## config.mk

```make
export PLATFORM = sky130hd
export DESIGN_NAME = brc_pipe_flat
export DESIGN_NICKNAME = d
export VERILOG_FILES = /design/src/rtl/brc_pipe_if.sv /design/src/rtl/brc_pipe.sv /design/src/flat_wrapper.sv
export SDC_FILE = /design/constraint.sdc
export NUM_CORES = 1
export LEC_CHECK = 0
export CAP_MARGIN = 25
export CORE_MARGIN = 3
export CORE_UTILIZATION = 36
export DETAILED_ROUTE_END_ITERATION = 10
export PLACE_DENSITY = 0.81
export SETUP_SLACK_MARGIN = 0.3
export SLEW_MARGIN = 0
export SYNTH_ARGS = -nofsm -noshare
export SYNTH_HDL_FRONTEND = slang
export SYNTH_SLANG_ARGS = --single-unit
```

## constraint.sdc

```tcl
create_clock -name clk -period 1.79 [get_ports clk]
set_input_delay 0.358 -clock clk [delete_from_list [all_inputs] [get_ports clk]]
set_output_delay 0.358 -clock clk [all_outputs]
set_load 0.05 [all_outputs]
```

## src/rtl/brc_pipe_if.sv

```systemverilog
`default_nettype none
// +-------------------------------------------------------------------------+
// | brc_pipe_if : request/result bundle for the branch-compare pipeline     |
// | Rev 1.0                                                                 |
// +-------------------------------------------------------------------------+
interface brc_pipe_if #(
  parameter int XLEN = 32,
  parameter int TAGW = 5
);
  logic            in_valid;
  logic            in_ready;
  logic [2:0]      funct3;
  logic [XLEN-1:0] rs1_data;
  logic [XLEN-1:0] rs2_data;
  logic [TAGW-1:0] in_tag;
  logic            flush;
  logic            out_valid;
  logic            out_ready;
  logic            br_less;
  logic            br_equal;
  logic            br_taken;
  logic            br_illegal;
  logic [TAGW-1:0] out_tag;
  logic [31:0]     cnt_cmp;
  logic [31:0]     cnt_taken;

  modport slave (
    input  in_valid, funct3, rs1_data, rs2_data, in_tag, flush, out_ready,
    output in_ready, out_valid, br_less, br_equal, br_taken, br_illegal,
           out_tag, cnt_cmp, cnt_taken
  );

  modport master (
    output in_valid, funct3, rs1_data, rs2_data, in_tag, flush, out_ready,
    input  in_ready, out_valid, br_less, br_equal, br_taken, br_illegal,
           out_tag, cnt_cmp, cnt_taken
  );
endinterface
`default_nettype wire

```

## src/rtl/brc_pipe.sv

```systemverilog
`default_nettype none
// +-------------------------------------------------------------------------+
// | brc_pipe : pipelined RV32I branch comparator with valid/ready stages    |
// | Optional macro BRC_PIPE_PERF_EN enables the result counters. Rev 1.0    |
// +-------------------------------------------------------------------------+
module brc_pipe #(
  parameter int XLEN   = 32,
  parameter int STAGES = 2,
  parameter int TAGW   = 5
) (
  input  wire logic  clk,
  input  wire logic  rst_n,
  brc_pipe_if.slave  io_bus
);

  localparam logic [2:0] c_BEQ  = 3'b000;
  localparam logic [2:0] c_BNE  = 3'b001;
  localparam logic [2:0] c_BLT  = 3'b100;
  localparam logic [2:0] c_BGE  = 3'b101;
  localparam logic [2:0] c_BLTU = 3'b110;
  localparam logic [2:0] c_BGEU = 3'b111;

  logic              w_eq;
  logic              w_less;
  logic              w_taken;
  logic              w_illegal;
  logic              w_accept;
  logic [STAGES:0]   w_ready;
  logic [STAGES-1:0] w_up_valid;
  logic [STAGES-1:0] w_up_less;
  logic [STAGES-1:0] w_up_equal;
  logic [STAGES-1:0] w_up_taken;
  logic [STAGES-1:0] w_up_illegal;
  logic [TAGW-1:0]   w_up_tag [STAGES];

  logic [STAGES-1:0] r_valid;
  logic [STAGES-1:0] r_less;
  logic [STAGES-1:0] r_equal;
  logic [STAGES-1:0] r_taken;
  logic [STAGES-1:0] r_illegal;
  logic [TAGW-1:0]   r_tag [STAGES];

  always_comb begin
    w_eq      = (io_bus.rs1_data == io_bus.rs2_data);
    w_less    = io_bus.funct3[1] ? (io_bus.rs1_data < io_bus.rs2_data)
                                 : ($signed(io_bus.rs1_data) < $signed(io_bus.rs2_data));
    w_illegal = 1'b0;
    case (io_bus.funct3)
      c_BEQ:          w_taken = w_eq;
      c_BNE:          w_taken = ~w_eq;
      c_BLT, c_BLTU:  w_taken = w_less;
      c_BGE, c_BGEU:  w_taken = ~w_less;
      default: begin
        w_taken   = 1'b0;
        w_illegal = 1'b1;
      end
    endcase
  end

  // Ready ripples backwards: a stage can take new data if empty or draining.
  always_comb begin
    w_ready[STAGES] = io_bus.out_ready;
    for (int k = STAGES - 1; k >= 0; k--) begin
      w_ready[k] = ~r_valid[k] | w_ready[k+1];
    end
  end

  assign io_bus.in_ready = w_ready[0] & ~io_bus.flush;
  assign w_accept        = io_bus.in_valid & io_bus.in_ready;

  always_comb begin
    w_up_valid[0]   = w_accept;
    w_up_less[0]    = w_less;
    w_up_equal[0]   = w_eq;
    w_up_taken[0]   = w_taken;
    w_up_illegal[0] = w_illegal;
    w_up_tag[0]     = io_bus.in_tag;
    for (int k = 1; k < STAGES; k++) begin
      w_up_valid[k]   = r_valid[k-1];
      w_up_less[k]    = r_less[k-1];
      w_up_equal[k]   = r_equal[k-1];
      w_up_taken[k]   = r_taken[k-1];
      w_up_illegal[k] = r_illegal[k-1];
      w_up_tag[k]     = r_tag[k-1];
    end
  end

  always_ff @(posedge clk or negedge rst_n) begin
    if (!rst_n) begin
      r_valid   <= '0;
      r_less    <= '0;
      r_equal   <= '0;
      r_taken   <= '0;
      r_illegal <= '0;
      for (int k = 0; k < STAGES; k++) begin
        r_tag[k] <= '0;
      end
    end else begin
      for (int k = 0; k < STAGES; k++) begin
        if (io_bus.flush) begin
          r_valid[k] <= 1'b0;
        end else if (w_ready[k]) begin
          r_valid[k] <= w_up_valid[k];
          // Payload only moves with a valid entry so idle outputs stay quiet.
          if (w_up_valid[k]) begin
            r_less[k]    <= w_up_less[k];
            r_equal[k]   <= w_up_equal[k];
            r_taken[k]   <= w_up_taken[k];
            r_illegal[k] <= w_up_illegal[k];
            r_tag[k]     <= w_up_tag[k];
          end
        end
      end
    end
  end

  assign io_bus.out_valid  = r_valid[STAGES-1];
  assign io_bus.br_less    = r_less[STAGES-1];
  assign io_bus.br_equal   = r_equal[STAGES-1];
  assign io_bus.br_taken   = r_taken[STAGES-1];
  assign io_bus.br_illegal = r_illegal[STAGES-1];
  assign io_bus.out_tag    = r_tag[STAGES-1];

`ifdef BRC_PIPE_PERF_EN
  logic        w_out_fire;
  logic [31:0] r_cnt_cmp;
  logic [31:0] r_cnt_taken;

  assign w_out_fire = r_valid[STAGES-1] & io_bus.out_ready & ~io_bus.flush;

  always_ff @(posedge clk or negedge rst_n) begin
    if (!rst_n) begin
      r_cnt_cmp   <= 32'd0;
      r_cnt_taken <= 32'd0;
    end else if (w_out_fire) begin
      r_cnt_cmp <= r_cnt_cmp + 32'd1;
      if (r_taken[STAGES-1]) begin
        r_cnt_taken <= r_cnt_taken + 32'd1;
      end
    end
  end

  assign io_bus.cnt_cmp   = r_cnt_cmp;
  assign io_bus.cnt_taken = r_cnt_taken;
`else
  assign io_bus.cnt_cmp   = 32'd0;
  assign io_bus.cnt_taken = 32'd0;
`endif

endmodule
`default_nettype wire

```

## src/flat_wrapper.sv

```systemverilog
// flat-port wrapper written by rule: the top's interface ports become plain ports
module brc_pipe_flat 
#(
  parameter int XLEN   = 32,
  parameter int STAGES = 2,
  parameter int TAGW   = 5
)
  (clk, rst_n, io_bus_in_valid, io_bus_funct3, io_bus_rs1_data, io_bus_rs2_data, io_bus_in_tag, io_bus_flush, io_bus_out_ready, io_bus_in_ready, io_bus_out_valid, io_bus_br_less, io_bus_br_equal, io_bus_br_taken, io_bus_br_illegal, io_bus_out_tag, io_bus_cnt_cmp, io_bus_cnt_taken);
  brc_pipe_if #(.XLEN(XLEN), .TAGW(TAGW)) io_bus_i ();
  input  wire logic clk;
  input  wire logic rst_n;
  input wire logic [$bits(io_bus_i.in_valid)-1:0] io_bus_in_valid;
  input wire logic [$bits(io_bus_i.funct3)-1:0] io_bus_funct3;
  input wire logic [$bits(io_bus_i.rs1_data)-1:0] io_bus_rs1_data;
  input wire logic [$bits(io_bus_i.rs2_data)-1:0] io_bus_rs2_data;
  input wire logic [$bits(io_bus_i.in_tag)-1:0] io_bus_in_tag;
  input wire logic [$bits(io_bus_i.flush)-1:0] io_bus_flush;
  input wire logic [$bits(io_bus_i.out_ready)-1:0] io_bus_out_ready;
  output wire logic [$bits(io_bus_i.in_ready)-1:0] io_bus_in_ready;
  output wire logic [$bits(io_bus_i.out_valid)-1:0] io_bus_out_valid;
  output wire logic [$bits(io_bus_i.br_less)-1:0] io_bus_br_less;
  output wire logic [$bits(io_bus_i.br_equal)-1:0] io_bus_br_equal;
  output wire logic [$bits(io_bus_i.br_taken)-1:0] io_bus_br_taken;
  output wire logic [$bits(io_bus_i.br_illegal)-1:0] io_bus_br_illegal;
  output wire logic [$bits(io_bus_i.out_tag)-1:0] io_bus_out_tag;
  output wire logic [$bits(io_bus_i.cnt_cmp)-1:0] io_bus_cnt_cmp;
  output wire logic [$bits(io_bus_i.cnt_taken)-1:0] io_bus_cnt_taken;
  assign io_bus_i.in_valid = io_bus_in_valid;
  assign io_bus_i.funct3 = io_bus_funct3;
  assign io_bus_i.rs1_data = io_bus_rs1_data;
  assign io_bus_i.rs2_data = io_bus_rs2_data;
  assign io_bus_i.in_tag = io_bus_in_tag;
  assign io_bus_i.flush = io_bus_flush;
  assign io_bus_i.out_ready = io_bus_out_ready;
  assign io_bus_in_ready = io_bus_i.in_ready;
  assign io_bus_out_valid = io_bus_i.out_valid;
  assign io_bus_br_less = io_bus_i.br_less;
  assign io_bus_br_equal = io_bus_i.br_equal;
  assign io_bus_br_taken = io_bus_i.br_taken;
  assign io_bus_br_illegal = io_bus_i.br_illegal;
  assign io_bus_out_tag = io_bus_i.out_tag;
  assign io_bus_cnt_cmp = io_bus_i.cnt_cmp;
  assign io_bus_cnt_taken = io_bus_i.cnt_taken;
  brc_pipe #(.XLEN(XLEN), .STAGES(STAGES), .TAGW(TAGW)) u_core (.clk(clk), .rst_n(rst_n), .io_bus(io_bus_i));
endmodule
```

==> run metrics, run 1 <==
outcome=complete, but fails checks; violated checks=setup timing; CTS Buffer Depth=2; PortBufs=87; TNS Setup=-0.0834 ns; Layout Cells excl Fill=416; switching power=between 0.9 and 1 mW; clock slew seen by the registers of the worst setup and hold paths=0.07 ns; fmax=0.541 GHz; Most Crowded Layer GR=met2; dpl cells=401; CTS sink cnt=20; CP endpoint kind=register; root buf cell=clkbuf_8; critical register-to-register path startpoint=u_core.r_valid[1]$_DFFE_PN0P_; Logic pwr share=roughly 58%; maximum vdd drop=about 0.00035 V; Die H=83.4 µm; met3 usage=1.69%; post-DP HPWL=4240 µm; largest net degree at the start of global routing=21; drt first-iter violations=72; Setup crit start kind=input pin; area grow syn2layout=53.8%; final hold slack=between 0.4 and 0.5 ns; class of the worst hold path=input pin to async pin; share of cells above drive strength 1=around half; I/O pins=152; final setup margin=-0.0569 ns; Pwr Density=about 630 nW/µm²; Crit path arrival time=1.98 ns; Initial Utilization=38.2%; initial antenna violation count=0; Post-route DRC=0; Die X-Extent=83.4 µm; maxcap violations=0; synthesized area=2160 µm²; sequential element share of the synthesized area=23.2%; ant diodes=0; Sequential Power Share=between 20% and 30%; die area=6960 µm²; Final min period=about 1.8 ns; R2R Setup Slk=0.34 ns; num rows=27; Placer Congestion=0.763; Final Skew=approximately 0.0075 ns; Slew Viols, Final=0; # hold bufs at CTS=0; TritonCTS Buffers=3; first-pass GRT wire length=8450 µm; met2 Usage GRT=28.2%; DR vias/cell=between 4 and 5; Post-Route WL=5260 µm; RSZ-0062 raised after global routing=yes; Switching Fraction=45.9%; core area=5640 µm²; WS Path Type=input pin to register; Worst Setup SP=io_bus_rs1_data[5]; WL/cell=12.6 µm; total grt overflow=0; final worst-path cycle share=103%; CTS tree=built; Leak Pwr=1.63 nW; Cells after Synth=242; Yosys warning count=0; Hold Fails Final Rpt=0; Clk Latency, worst-skew pair=roughly 0.25 ns; vias in the first global route=approximately 1800; detailed-route via count=1805; CP required=~1.9 ns; Setup-failing EPs final=2; Internal=1.12 mW; critical path fanouts, max=2; Yosys cell types=33; drt first pass iters=4; CTS HTree Levels=1; Antenna Nets Post-Route=0; total power draw=slightly above 2 mW; Synth Area per Inst=between 8 and 9 µm²; clock share of power=14.0%; GRT met1 Usage=16.6%; #FFs+latches synth=20; Final #Nets=~450; GRT Util Overall=14.3%
## state kept, by name, summed over array words and instances (netlist names)
| signal | cells |
|---|---|
| u_core.r_tag | 5 |
| u_core.r_valid | 2 |
| u_core.r_less | 2 |
| u_core.io_bus.out_tag | 5 |
| u_core.r_taken | 2 |
| u_core.r_equal | 2 |
| u_core.r_illegal | 2 |
## power by group through the flow
stage | sequential (mW) | clock [mW] | combinational [mW]
after global routing | 0.596 | 0.326 | 1.28
after global placement | 0.590 | 0 | 1.11
after detailed placement | 0.594 | 0 | 1.13
after CTS | 0.586 | 0.302 | 1.17
final | 0.586 | 0.291 | 1.20
after floorplan | 0.657 | 0 | 0.856
## synth_stat cells
cell type  instances  area share [%]
o21ai_1            3            0.70
nor4_2             2             1.2
nand2b_1           1            0.29
mux2_2             5             2.6
a21oi_1           14             3.2
a211oi_1           1            0.35
and4_1             2            0.81
nand3_1            6             1.4
a2111oi_0          1            0.41
nor2b_1            2            0.58
ha_1              32              19
conb_1             1            0.17
dfrtp_1           20              23
a21boi_1           2            0.70
a21o_1             3             1.0
nor3_1             1            0.23
o32ai_2            1            0.75
o41a_1             1            0.52
o211ai_1           1            0.35
nor3b_1            2            0.70
buf_4             69              24
xor2_1             1            0.41
mux2i_1            1            0.46
nor2_1             6             1.0
o21ai_0            1            0.23
buf_2              2            0.46
nand2_1            9             1.6
a221oi_1           1            0.41
inv_1             33             5.7
nand4_2            1            0.58
nand4_1            6             1.7
o31ai_1            1            0.35
mux2_1            10             5.2
## final cells by class
type	count	area [µm²]
clock buffers	4	45.0
fillers	493	2320
inverters	33	131
multi-input cells	181	1750
flip-flops and latches	20	502
well taps	72	90.1
repair buffers	106	800
## critical path, cell delays in order
cell	delay [ns]
clkdlybuf4s15_2	0.20
ha_4	0.21
nand4_1	0.11
nor3_2	0.05
a21boi_2	0.16
o41a_1	0.45
o32ai_2	0.15
mux2i_1	0.24
nand2_1	0.06
## metrics by stage
| step | instance area [µm²] | setup slack (ns) | utilization [%] |
|---|---|---|---|
| after floorplan | 2590 | 0.00954 | - |
| after global placement | 3060 | -0.723 | 54.3 |
| after detailed placement | 3060 | -0.726 | 54.3 |
| after CTS | 3280 | -0.0875 | 58.1 |
| after global routing | 3320 | -0.150 | 58.8 |
| final | 3320 | -0.0569 | 58.8 |
## per-layer routing
metal	wire length, µm	vias to the layer above
li1	-	882
met1	1960	841
met2	2930	80
met3	347	2
met4	21	0
met5	0	-
## final timing paths
kind                                                   endpoint  cells past startpoint
max                               u_core.r_taken[0]$_DFFE_PN0P_                      9
min                        u_core.io_bus.out_tag[0]$_DFFE_PN0P_                      2
max reg2reg                       u_core.r_taken[0]$_DFFE_PN0P_                      7
min reg2reg                       u_core.r_equal[0]$_DFFE_PN0P_                      2
max in group asynchronous         u_core.r_valid[1]$_DFFE_PN0P_                      2
min in group clk                  u_core.r_equal[0]$_DFFE_PN0P_                      2
## cells by family (layout without fill, tap and decap cells)
kind of cell             Yosys count  count (layout)  share of synthesized area, %
XOR/XNOR                           1               1                         0.406
AND/OR/NAND/NOR                   38              38                          10.1
multiplexers                      16              16                          8.29
adder cells (fa/ha/maj)           32              32                          18.6
AO/OA/AOI/OAI                     30              30                          9.05
flip-flops                        20              20                          23.2
buffers and inverters            104             143                          30.2
other                              1              64                         0.174
## placed cells by master, fill, tap and decap left out, types with 7 or more instances in the layout
cell              n
inv_2            23
clkdlybuf4s50_1  10
clkdlybuf4s15_1   9
dfrtp_1          19
ha_4             26
inv_1             7
conb_1           64
buf_2            24
clkbuf_2         18
buf_4            27
buf_6            10
nand2_1           8
## what timing repair did
action                     in CTS  in global routing
setup endpoints to repair      14                  5
setup buffers                   8                  3
gates resized for setup       194                 70
pin swaps                      47                 26
Power figures use the tool's default switching activity.
==> inputs of run 2 (changes only) <==
--- a/config.mk
+++ b/config.mk
@@ -5,6 +5,7 @@
 export SDC_FILE = /design/constraint.sdc
 export NUM_CORES = 1
 export LEC_CHECK = 0
+export ABC_CLOCK_PERIOD_IN_PS = 1790
 export CAP_MARGIN = 25
 export CORE_MARGIN = 3
 export CORE_UTILIZATION = 36
==> constraint.sdc (replaced) <==
create_clock -name clk -period 1.79 [get_ports clk]
set_input_delay 0.537 -clock clk [delete_from_list [all_inputs] [get_ports clk]]
set_output_delay 0.537 -clock clk [all_outputs]
set_load 0.05 [all_outputs]
==> run metrics, run 2 (synthesis results as in run 1) <==
maxcap violations=0 (unchanged); Antenna Nets Post-Route=0 (unchanged); Switching Fraction=42.3% (-3.6 points); Final #Nets=457 (+0.66%); WS Path Type=input pin to register; post-DP HPWL=4070 µm (-4.0%); share of cells above drive strength 1=53.3% (+2.2 points); largest net degree at the start of global routing=21 (unchanged); clock share of power=18.9% (+4.9 points); Logic pwr share=55.3% (-2.5 points); final worst-path cycle share=111% (+7.6 points); I/O pins=152 (unchanged); final hold slack=0.500 ns (+0.0440 ns); Die X-Extent=83.4 µm (unchanged); CP endpoint kind=register; total power draw=2.33 mW (+12%); root buf cell=clkbuf_8; PortBufs=87 (unchanged); total grt overflow=0 (unchanged); most frequent cells in the layout=64 x conb_1, 38 x buf_2, 28 x ha_4; ant diodes=0 (unchanged); violated checks=setup timing; drt first pass iters=4 (unchanged); crit path cell chain=buf_2 -> ha_1 -> nand4_1 -> nor3_2 -> a21boi_2 -> o41a_1 -> o32ai_2 -> mux2i_1 -> nand2_1; clock slew seen by the registers of the worst setup and hold paths=0.07 ns (about the same); switching power=0.987 mW (+3.4%); Layout Cells excl Fill=419 (+0.72%); Clk Latency, worst-skew pair=0.25 ns (about the same); final core occ=60.8% (+2.0 points); WL/cell=12.7 µm (+0.51%); die area=6960 µm² (unchanged); Pwr Density=680 nW/µm² (+8.6%); num rows=27 (unchanged); Critical Path Max Stage Delay=0.44 ns (about the same); Die H=83.4 µm (unchanged); commonest non-fill, non-tap cell in the layout=conb_1; Setup crit start kind=input pin; Hold Fails Final Rpt=0 (unchanged); area grow syn2layout=58.9%; Post-route DRC=0 (unchanged); # hold bufs at CTS=0 (unchanged); final setup margin=-0.193 ns (-0.136 ns); Setup-failing EPs final=2 (unchanged); FILL cells=455 (-7.7%); CTS HTree Levels=1 (unchanged); Slew Viols, Final=0 (unchanged); critical path fanouts, max=2 (unchanged); Placer Congestion=0.775 (+1.5%); Slowest-stage cell, CP=o41a_1; maximum vdd drop=0.000523 V (+50%); CTS tree=built; class of the worst hold path=register to register; detailed-route via count=1830 (+1.4%); TritonCTS Buffers=3 (unchanged); Crit path arrival time=2.13 ns (+0.15 ns); initial antenna violation count=0 (unchanged); outcome=complete, but fails checks; dpl cells=405 (+1.0%); Final Skew=0.00523 ns (-0.00227 ns); CP required=1.93 ns (about the same); Leak Pwr=1.69 nW (+3.3%); GRT Util Overall=14.0% (-0.34 points); core area=5640 µm² (unchanged); Sequential Power Share=25.8% (-2.4 points); Internal=1.35 mW (+20%); drt first-iter violations=25 (-65%); CTS sink cnt=20 (unchanged); Post-Route WL=5320 µm (+1.2%); first-pass GRT wire length=8260 µm (-2.3%); Initial Utilization=38.2% (unchanged); vias in the first global route=1820 (-0.11%); CTS Buffer Depth=2 (unchanged); Final min period=1.98 ns (+0.136 ns); fmax=0.504 GHz (-6.9%); DR vias/cell=4.37 (+0.66%); RSZ-0062 raised after global routing=yes
-- run 2: layout make-up --
cell class	instances	area [µm²]	area share, %
clock buffers	3	41.3	1.20
inverters	33	131	3.83
clock inverters	1	30.0	0.876
flip-flops and latches	20	502	14.6
multi-input cells	181	1790	52.3
repair buffers	109	840	24.5
well taps	72	90.1	2.63
-- run 2: metrics by stage --
stage | cell area (µm²) | TNS, ns | setup WS (ns)
after floorplan | 2610 | -0.333 | -0.169
after global placement | 3130 | -4.27 | -0.882
after detailed placement | 3130 | -4.77 | -0.901
after CTS | 3350 | -0.399 | -0.214
after global routing | 3430 | -0.554 | -0.326
final | 3430 | -0.353 | -0.193
-- run 2: power by group through the flow --
stage | Combinational, mW | Sequential (mW) | Clock [mW]
finish | 1.29 | 0.601 | 0.440
global route | 1.37 | 0.615 | 0.470
CTS | 1.22 | 0.596 | 0.455
detailed placement | 1.18 | 0.603 | 0
global placement | 1.16 | 0.600 | 0
floorplan | 0.858 | 0.657 | 0
-- run 2: critical path: cells and delay by family --
kind            cells  cell delay (ns)
buf+inv             1             0.10
compound gates      3             0.74
mux                 1             0.22
fa+ha+maj           1             0.28
simple gates        3             0.25
-- run 2: routing by layer --
layer | vias to the layer above | part of all wire (%) | track usage [%] | wire (µm)
met3 | 6 | 8.9 | 2.48 | 475
met2 | 93 | 51 | 25.9 | 2710
met4 | 0 | 1.6 | 4.75 | 87
li1 | 893 | - | - | -
met1 | 838 | 39 | 16.0 | 2050
met5 | - | 0 | 0 | 0
-- run 2: worst paths after layout --
check	start	end	slack [ns]	cells after the start
worst max-delay path	io_bus_rs1_data[4]	u_core.r_taken[0]$_DFFE_PN0P_	-0.19	9
worst min-delay path	u_core.r_illegal[0]$_DFFE_PN0P_	u_core.r_illegal[0]$_DFFE_PN0P_	0.50	2
worst max register to register	u_core.r_valid[1]$_DFFE_PN0P_	u_core.r_less[1]$_DFFE_PN0P_	0.30	5
worst min register to register	u_core.r_illegal[0]$_DFFE_PN0P_	u_core.r_illegal[0]$_DFFE_PN0P_	0.50	2
max in group asynchronous	rst_n	u_core.r_valid[1]$_DFFE_PN0P_	0.94	2
min in group asynchronous	rst_n	u_core.r_tag[7]$_DFFE_PN0P_	0.63	2
-- run 2: timing repair --
item                       in CTS  in global routing
setup buffers                   8                  1
setup endpoints to repair      19                 18
gates cloned                    1                  0
resized for setup             246                 44
hold endpoints to repair        0                  0
pin swaps                      44                 20
==> inputs of run 3 (changes only) <==
--- a/config.mk
+++ b/config.mk
@@ -5,12 +5,13 @@
 export SDC_FILE = /design/constraint.sdc
 export NUM_CORES = 1
 export LEC_CHECK = 0
-export ABC_CLOCK_PERIOD_IN_PS = 1790
+export ABC_CLOCK_PERIOD_IN_PS = 1800
 export CAP_MARGIN = 25
 export CORE_MARGIN = 3
-export CORE_UTILIZATION = 36
+export CORE_UTILIZATION = 32
 export DETAILED_ROUTE_END_ITERATION = 10
-export PLACE_DENSITY = 0.81
+export GPL_TIMING_DRIVEN = 1
+export PLACE_DENSITY = 0.76
 export SETUP_SLACK_MARGIN = 0.3
 export SLEW_MARGIN = 0
 export SYNTH_ARGS = -nofsm -noshare
==> constraint.sdc (replaced) <==
create_clock -name clk -period 1.8 [get_ports clk]
set_input_delay 0.54 -clock clk [delete_from_list [all_inputs] [get_ports clk]]
set_output_delay 0.54 -clock clk [all_outputs]
set_load 0.05 [all_outputs]
==> run metrics, run 3 (synthesis results as in run 1) <==
CTS sink cnt=20 (unchanged); Layout Cells excl Fill=427 (+1.9%); fmax=between 0.5 and 0.6 GHz; outcome=complete, but fails checks; drt first pass iters=4 (unchanged); detailed-route via count=1842 (+0.66%); area grow syn2layout=62.2%; Hold Fails Final Rpt=0 (unchanged); Antenna Nets Post-Route=0 (unchanged); final worst-path cycle share=110%; clock slew seen by the registers of the worst setup and hold paths=0.07 ns (about the same); switching power=0.988 mW (+0.16%); CTS tree=built; Post-route DRC=0 (unchanged); Critical Path Max Stage Delay=0.44 ns (about the same); TNS Setup=-0.329 ns (+0.0244 ns); Worst Setup SP=io_bus_rs1_data[14]; final setup margin=-0.178 ns (+0.0153 ns); share of cells above drive strength 1=54.3% (+0.97 points); ant diodes=0 (unchanged); Final Skew=0.00517 ns (-0.0000677 ns); CP delay by family, top=compound AO/OA/AOI/OAI gates; TritonCTS Buffers=3 (unchanged); Internal=1.35 mW (+0.61%); Slew Viols, Final=0 (unchanged); dpl cells=410 (+1.2%); Clk Latency, worst-skew pair=0.25 ns (about the same); Sequential Power Share=25.4% (-0.4 points); Sequential cell area=502 µm² (unchanged); die area=7760 µm² (+12%); Placer Congestion=0.730 (-5.8%); Setup crit start kind=input pin; clock share of power=18.9% (about the same); Worst Hold Launch=u_core.r_taken[0]$_DFFE_PN0P_; FILL cells=579 (+27%); Setup-failing EPs final=2 (unchanged); root buf cell=clkbuf_8; most frequent cells in the layout=64 x conb_1, 32 x buf_2, 28 x ha_4; Switching Fraction=42.2% (-0.11 points); commonest non-fill, non-tap cell in the layout=conb_1; CP endpoint kind=register; critical register-to-register path startpoint=u_core.r_valid[1]$_DFFE_PN0P_; CTS Buffer Depth=2 (unchanged); Die X-Extent=88.1 µm (+5.6%); Die H=88.1 µm (+5.6%); largest net degree at the start of global routing=21 (unchanged); drt first-iter violations=39 (+56%); Logic pwr share=55.7% (+0.4 points); crit path cell chain=buf_6 -> ha_4 -> a21oi_2 -> nand2_1 -> a21o_1 -> o41a_1 -> o32ai_2 -> mux2i_1 -> nand2_1; PortBufs=87 (unchanged); first-pass GRT wire length=8170 µm (-1.1%); I/O pins=152 (unchanged); WP buf/inv=1 (unchanged); class of the worst hold path=register to register; CP required=1.94 ns (about the same); critical path fanouts, max=3 (+1); Leak Pwr=1.71 nW (+1.3%); Crit path arrival time=2.12 ns (about the same); Initial Utilization=33.4% (-4.8 points); area of the multi-input gates=1800 µm² (+0.42%); initial antenna violation count=0 (unchanged); WS Path Type=input pin to register; violated checks=setup timing; CP most frequent cell=nand2_1; WL/cell=12.8 µm (+0.50%); core area=6460 µm² (+14%); num rows=29 (+7.4%); Final min period=1.98 ns; GRT Util Overall=12.9% (-1.1 points); DR vias/cell=4.31 (-1.2%); post-DP HPWL=4150 µm (+1.9%); maximum vdd drop=0.000330 V (-37%); maxcap violations=0 (unchanged); total grt overflow=0 (unchanged); vias in the first global route=1907 (+4.8%); Post-Route WL=5450 µm (+2.4%); # hold bufs at CTS=0 (unchanged); Final #Nets=460 (+0.66%); CTS HTree Levels=1 (unchanged); Pwr Density=669 nW/µm² (-1.6%); Slowest-stage cell, CP=o41a_1; RSZ-0062 raised after global routing=yes
## run 3: area by class of cell
| cell class | instances | area share (%) |
|---|---|---|
| multi-input cells | 181 | 51.5 |
| flip-flops and latches | 20 | 14.3 |
| clock buffers | 3 | 1.18 |
| clock inverters | 1 | 0.858 |
| inverters | 33 | 3.83 |
| well taps | 77 | 2.75 |
| repair buffers | 112 | 25.5 |
## run 3: stage by stage
step	util, %	cell area, µm²	setup slack (ns)	total power [mW]	hold WS [ns]
after floorplan	-	2610	-0.162	1.51	0.244
after global placement	48.6	3140	-0.867	1.75	0.473
after detailed placement	48.6	3140	-0.881	1.77	0.478
after CTS	52.1	3370	-0.212	2.28	0.496
after global routing	54.2	3500	-0.227	2.47	0.533
final	54.2	3500	-0.178	2.34	0.498
## run 3: repair_timing
action / in CTS / in global routing
setup endpoints to repair: 19 / 13
cloned: 1 / 0
gates resized for setup: 241 / 54
pin swaps: 44 / 29
buffers inserted: 8 / 4
## run 3: power groups by stage
stage               sequential (mW)  clock (mW)  combinational [mW]
global placement              0.597           0                1.15
CTS                           0.593       0.454                1.23
finish                        0.595       0.442                1.30
detailed placement            0.599           0                1.17
floorplan                     0.653           0               0.854
global route                  0.607       0.473                1.39
## run 3: final timing paths
| check | to | slack (ns) | cells after the start |
|---|---|---|---|
| max | u_core.r_taken[0]$_DFFE_PN0P_ | -0.18 | 9 |
| min in group asynchronous | u_core.r_tag[7]$_DFFE_PN0P_ | 0.62 | 2 |
| min reg2reg | u_core.r_taken[0]$_DFFE_PN0P_ | 0.50 | 2 |
| max in group asynchronous | u_core.r_valid[1]$_DFFE_PN0P_ | 0.96 | 2 |
| min | u_core.r_taken[0]$_DFFE_PN0P_ | 0.50 | 2 |
| max reg2reg | u_core.r_less[1]$_DFFE_PN0P_ | 0.29 | 5 |
## run 3: worst min-delay path, stage by stage, from the launching register on
cell and delay [ns]:
dfrtp_1 0.35, a21oi_1 0.07, nand2_1 0.05
## run 3: layer usage
layer / track usage [%] / part of all wire, % / vias to the layer above
met5: 0 / 0 / -
met4: 2.88 / 1.7 / 0
met3: 1.98 / 8.4 / 8
met2: 25.5 / 52 / 92
met1: 14.4 / 38 / 845
li1: - / - / 897
